--- src/rtl/ucaspian_pkt_pkg.sv ---
// Shared opcode and event definitions for the uCaspian TX byte stream.
// Used by both the host-side decoder and the matching encoder.
package ucaspian_pkt_pkg;

    localparam logic [7:0] OP_FIRE   = 8'h01;
    localparam logic [7:0] OP_TIME   = 8'h02;
    localparam logic [7:0] OP_METRIC = 8'h03;
    localparam logic [7:0] OP_ACK    = 8'h04;

    typedef enum logic [1:0] {
        EVT_FIRE   = 2'd0,
        EVT_TIME   = 2'd1,
        EVT_METRIC = 2'd2,
        EVT_ACK    = 2'd3
    } evt_type_t;

    typedef enum logic [1:0] {
        ST_IDLE    = 2'd0,
        ST_PAYLOAD = 2'd1,
        ST_EMIT    = 2'd2
    } state_t;

    function automatic logic [2:0] op_len(input logic [7:0] op);
        case (op)
            OP_FIRE:   return 3'd1;
            OP_METRIC: return 3'd2;
            OP_TIME:   return 3'd4;
            default:   return 3'd0;
        endcase
    endfunction

    function automatic logic op_known(input logic [7:0] op);
        return (op == OP_FIRE) || (op == OP_TIME) ||
               (op == OP_METRIC) || (op == OP_ACK);
    endfunction

    function automatic evt_type_t op_type(input logic [7:0] op);
        case (op)
            OP_FIRE:   return EVT_FIRE;
            OP_TIME:   return EVT_TIME;
            OP_METRIC: return EVT_METRIC;
            default:   return EVT_ACK;
        endcase
    endfunction

endpackage

--- src/rtl/ucaspian_tx_decoder.sv ---
// Parses the uCaspian TX byte stream into single event records
// delivered over a valid/ready handshake.
module ucaspian_tx_decoder
    import ucaspian_pkt_pkg::*;
#(
    parameter int GAP_TIMEOUT = 1024
) (
    input  logic        clk,
    input  logic        reset,
    input  logic [7:0]  rx_data,
    input  logic        rx_vld,
    output logic        rx_rdy,
    output logic        evt_vld,
    input  logic        evt_rdy,
    output logic [1:0]  evt_type,
    output logic [7:0]  evt_addr,
    output logic [7:0]  evt_value,
    output logic [31:0] evt_time,
    output logic        err_unknown,
    output logic        err_timeout,
    output logic        busy
);

    localparam int GW = (GAP_TIMEOUT > 0) ? $clog2(GAP_TIMEOUT + 1) : 1;
    localparam logic [GW-1:0] GAP_MAX = GW'(GAP_TIMEOUT);

    state_t      state_q, state_d;
    evt_type_t   type_q, type_d;
    logic [2:0]  count_q, count_d;
    logic [7:0]  addr_q, addr_d;
    logic [7:0]  value_q, value_d;
    logic [31:0] shadow_q, shadow_d;
    logic [31:0] time_q, time_d;
    logic [GW-1:0] gap_q, gap_d;
    logic [GW-1:0] gap_inc;
    logic        err_unknown_q, err_unknown_d;
    logic        err_timeout_q, err_timeout_d;
    logic        xfer;
    logic        emit;

    assign emit    = (state_q == ST_EMIT);
    assign rx_rdy  = !reset && !emit;
    assign xfer    = rx_vld && rx_rdy;
    assign gap_inc = gap_q + 1'b1;

    always_comb begin
        state_d       = state_q;
        type_d        = type_q;
        count_d       = count_q;
        addr_d        = addr_q;
        value_d       = value_q;
        shadow_d      = shadow_q;
        time_d        = time_q;
        gap_d         = gap_q;
        err_unknown_d = 1'b0;
        err_timeout_d = 1'b0;
        case (state_q)
            ST_IDLE: begin
                gap_d = '0;
                if (xfer) begin
                    addr_d  = 8'h00;
                    value_d = 8'h00;
                    type_d  = op_type(rx_data);
                    count_d = op_len(rx_data);
                    if (rx_data == OP_ACK) begin
                        state_d = ST_EMIT;
                    end else if (op_known(rx_data)) begin
                        state_d = ST_PAYLOAD;
                    end else begin
                        err_unknown_d = 1'b1;
                    end
                end
            end
            ST_PAYLOAD: begin
                if (xfer) begin
                    gap_d   = '0;
                    count_d = count_q - 3'd1;
                    if (type_q == EVT_TIME) begin
                        shadow_d = {shadow_q[23:0], rx_data};
                    end
                    if (type_q == EVT_FIRE) begin
                        addr_d = rx_data;
                    end
                    if (type_q == EVT_METRIC) begin
                        if (count_q == 3'd2) addr_d = rx_data;
                        else value_d = rx_data;
                    end
                    if (count_q == 3'd1) begin
                        state_d = ST_EMIT;
                        if (type_q == EVT_TIME) begin
                            time_d = {shadow_q[23:0], rx_data};
                        end
                    end
                end else if (GAP_TIMEOUT > 0) begin
                    // A transfer in the same cycle takes priority over abort.
                    if (gap_inc == GAP_MAX) begin
                        gap_d         = '0;
                        err_timeout_d = 1'b1;
                        state_d       = ST_IDLE;
                    end else begin
                        gap_d = gap_inc;
                    end
                end
            end
            ST_EMIT: begin
                gap_d = '0;
                if (evt_rdy) begin
                    state_d = ST_IDLE;
                end
            end
            default: begin
                state_d = ST_IDLE;
            end
        endcase
    end

    always_ff @(posedge clk or posedge reset) begin
        if (reset) begin
            state_q       <= ST_IDLE;
            type_q        <= EVT_FIRE;
            count_q       <= 3'd0;
            addr_q        <= 8'h00;
            value_q       <= 8'h00;
            shadow_q      <= 32'h0;
            time_q        <= 32'h0;
            gap_q         <= '0;
            err_unknown_q <= 1'b0;
            err_timeout_q <= 1'b0;
        end else begin
            state_q       <= state_d;
            type_q        <= type_d;
            count_q       <= count_d;
            addr_q        <= addr_d;
            value_q       <= value_d;
            shadow_q      <= shadow_d;
            time_q        <= time_d;
            gap_q         <= gap_d;
            err_unknown_q <= err_unknown_d;
            err_timeout_q <= err_timeout_d;
        end
    end

    assign evt_vld     = emit;
    assign evt_type    = emit ? type_q : 2'b00;
    assign evt_addr    = emit ? addr_q : 8'h00;
    assign evt_value   = emit ? value_q : 8'h00;
    assign evt_time    = time_q;
    assign err_unknown = err_unknown_q;
    assign err_timeout = err_timeout_q;
    assign busy        = (state_q != ST_IDLE);

endmodule

--- config.mk ---
export PLATFORM = sky130hd
export DESIGN_NAME = ucaspian_tx_decoder
export DESIGN_NICKNAME = d
export VERILOG_FILES = /design/src/rtl/ucaspian_pkt_pkg.sv /design/src/rtl/ucaspian_tx_decoder.sv
export SDC_FILE = /design/constraint.sdc
export NUM_CORES = 1
export LEC_CHECK = 0
export CORE_MARGIN = 8
export CORE_UTILIZATION = 40
export DETAILED_ROUTE_END_ITERATION = 8
export GPL_ROUTABILITY_DRIVEN = 0
export SYNTH_ARGS = -nofsm -noshare
export SYNTH_HDL_FRONTEND = slang
export SYNTH_SLANG_ARGS = --single-unit
export TNS_END_PERCENT = 30
--- constraint.sdc ---
create_clock -name clk -period 7.15 [get_ports clk]
set_clock_uncertainty 0.2 [all_clocks]
set_input_delay 2.145 -clock clk [delete_from_list [all_inputs] [get_ports clk]]
set_output_delay 2.145 -clock clk [all_outputs]
set_load 0.005 [all_outputs]
==> out/results.tsv <==
metric	value	unit
status	finished, final reports clean	
Antenna Cells	0	
Cells after DPL	514	
worst min path class	reg -> reg	
final instance area	5132	um2
sequential share of the synthesized area	54.96	%
WHS	0.2929	ns
PostCTS Resize Cnt	0	
Vias/cell	5.185	
H-tree depth	3	
worst-path maximum fanout	5	
simple-gate share of the synthesized area	13.41	%
Sw Pwr	229.9	uW
Critical Path Sink Type	output port	
max-cap violations	0	
setup violators final	0	
FMAX	178.2	MHz
# IOs	67	
slowest CP cell	clkdlybuf4s50_1	
Die ar.	14000	um2
Synth Cell Area	4189	um2
Synth cell types	48	
worst hold start	value_q[4]	
initial antenna violation count	0	
Max clock buf depth	2	
IO buf count	66	
cell chain of the critical path	clkdlybuf4s50_1 -> nor2_1 -> clkdlybuf4s50_1	
Starting Density	40.94	%
core region area	10230	um2
Worst-path clk slew	0.09	ns
pin count of the biggest net entering global routing	64	
routed len/inst	16.36	um
kind of critical path	in -> out	
Crit. Startpoint	reset	
Global Route Usage Sum	12.75	%
multiplexer share of the synthesized area	17.74	%
hpwl dp	6.125	mm
Num CTS Buffers	9	
vias in the first global route	2848	
PwrDens	182.7	nW/um2
Most common cell on crit path	clkdlybuf4s50_1	
Worst EP arrival	3.27	ns
EDFF count, synth	0	
Clock Power Share	38.7	%
Mapped Cells	328	
post-route ant nets	0	
post-route insts no fill	530	
Placed Area	4925	um2
syn_nets	344	
Leak	0.002430	uW
Worst Path Required	4.81	ns
Rows	37	
Synth Area in Compound Gates	8.453	%
DR DRC count	0	
CTS sink cnt	92	
Final Hold Viols	0	
overall power	937.9	uW
first-pass GRT wire length	14.81	mm
gr ovfl total	0	
clk root buf	clkbuf_8	
Internal Pwr Total	707.9	uW
sequential power share	56.2	%
First DRT Iteration DRCs	185	
Main synth FF type	dfrtp_1	
R2R Path Start	state_q[0]	
Yosys warnings	0	
postcts setup bufs	0	
DRT Wirelength	8.673	mm
XOR/XNOR Fraction of Synth Area	1.045	%
final setup TNS	0	ns
Sw Ratio	24.52	%
max incr delay on CP	0.52	ns
Pins Over Slew Limit	0	
Period minus WS final	5.610	ns
combinational power share	5.2	%
share of cells above drive strength 1	22.59	%
worst rel slew slack	23.63	%
Post-synth ARST share	100.0	%
Seq cells post-synth	92	
CTS tree	built	
final worst path period share	78.46	%
nets	405	
adder-cell share of the synthesized area	1.195	%
Max IR drop VDD	0.0001015	V
Worst Tran Pin Value	1.143	ns
RSZ-0062 raised after global routing	false	
largest family of logic cells by synthesized area	multiplexers	
startpoint type of the worst setup path	input port	
mean area per synthesized cell	12.77	um2
Syn-to-layout area delta	22.52	%
total number of vias	2748	
Die W	118.3	um
Chip Height	118.3	um
Worst-Skew Late Latency	0.35	ns
DRT Pass-1 Iters	4	
hold_buf cts	0	
-- flip-flops by register name, indices dropped and copies added, names as in the netlist --
signal / flops
count_q: 3
value_q: 8
state_q: 2
shadow_q: 24
gap_q: 11
err_unknown: 1
type_q: 2
err_timeout: 1
addr_q: 8
evt_time: 32
-- routing by layer --
| layer | wire length (um) | up-vias | GRT usage (%) |
|---|---|---|---|
| li1 | - | 1285 | - |
| met1 | 4069 | 1382 | 17.06 |
| met2 | 4056 | 73 | 19.79 |
| met3 | 470 | 8 | 3.427 |
| met4 | 77 | 0 | 3.843 |
| met5 | 0 | - | 0 |
-- final cells by class --
| type | count | area [um2] |
|---|---|---|
| clock buffers | 9 | 123.9 |
| clock inverters | 7 | 83.83 |
| fillers | 912 | 5099 |
| inverters | 8 | 31.28 |
| multi-input cells | 211 | 1753 |
| flip-flops and latches | 92 | 2302 |
| well taps | 136 | 170.2 |
| repair buffers | 67 | 668.1 |
-- critical path: cells and delay by family --
family	cells	cell delay (ns)
AND/OR/NAND/NOR	1	0.13
buffers and inverters	2	0.99
-- cell usage in the layout, fill, tap and decap left out, types with 4 or more instances in the layout --
cell type and instances:
a21bo_2 8, a21oi_1 5, a22o_1 10, and2_1 19, clkbuf_8 9, clkdlybuf4s50_1 66, dfrtp_1 92, ha_1 4
inv_1 7, mux2_2 26, mux2_4 30, nand2_1 18, nand3_1 7, nand4_1 9, nor2_1 15, nor2b_1 4
nor3_1 6, o21ai_0 14
-- cells by family after synthesis --
group / after synthesis
xor+xnor: 5
fa+ha+maj: 4
simple gates: 98
compound gates: 48
mux: 56
buf+inv: 25
flops: 92
-- synth_stat cells, drive strengths merged, types with 2 or more instances --
master  instances  area, um2
a21bo           8      80.08
a21oi           5      25.02
a22o           10      87.58
and2           19      118.9
and2b           2      15.01
buf             8      70.06
clkbuf          9      33.78
dfrtp          92       2302
ha              4      50.05
inv             8      30.03
mux2           56      743.2
nand2          18      67.56
nand2b          3      26.27
nand3           7      35.03
nand4          10      77.57
nor2           15      56.30
nor2b           4      25.02
nor3            6      30.03
nor3b           2      15.01
nor4b           2      23.77
o21ai          15      75.07
or3             2      12.51
or4             2      15.01
xnor2           3      26.28
xor2            2      17.52
-- path summary, 6_finish.rpt --
path / cells past startpoint / slack, ns / endpoint
max in group asynchronous: 3 / 3.57 / evt_time[12]
worst max register to register: 4 / 4.21 / evt_time[10]
worst min-delay path: 1 / 0.29 / value_q[4]
min in group asynchronous: 2 / 2.02 / gap_q[6]
worst max-delay path: 3 / 1.54 / rx_rdy
worst min register to register: 1 / 0.29 / value_q[4]
-- power by group through the flow --
| stage | Sequential (uW) | Clock, uW | Combinational (uW) |
|---|---|---|---|
| after floorplan | 536 | 0 | 29.9 |
| after global placement | 537 | 0 | 49.1 |
| after detailed placement | 537 | 0 | 49.2 |
| after CTS | 527 | 373 | 49.5 |
| after global routing | 528 | 396 | 54.6 |
| final | 527 | 363 | 48.4 |
-- metrics by stage --
stage          util, %  worst slack, ns
2_1_floorplan        -            2.413
3_3_place_gp     48.14            1.545
3_5_place_dp     48.14            1.540
4_1_cts          50.17            1.526
5_1_grt          50.17            1.464
6_report         50.17            1.540
(Power assumes the default switching activity.)
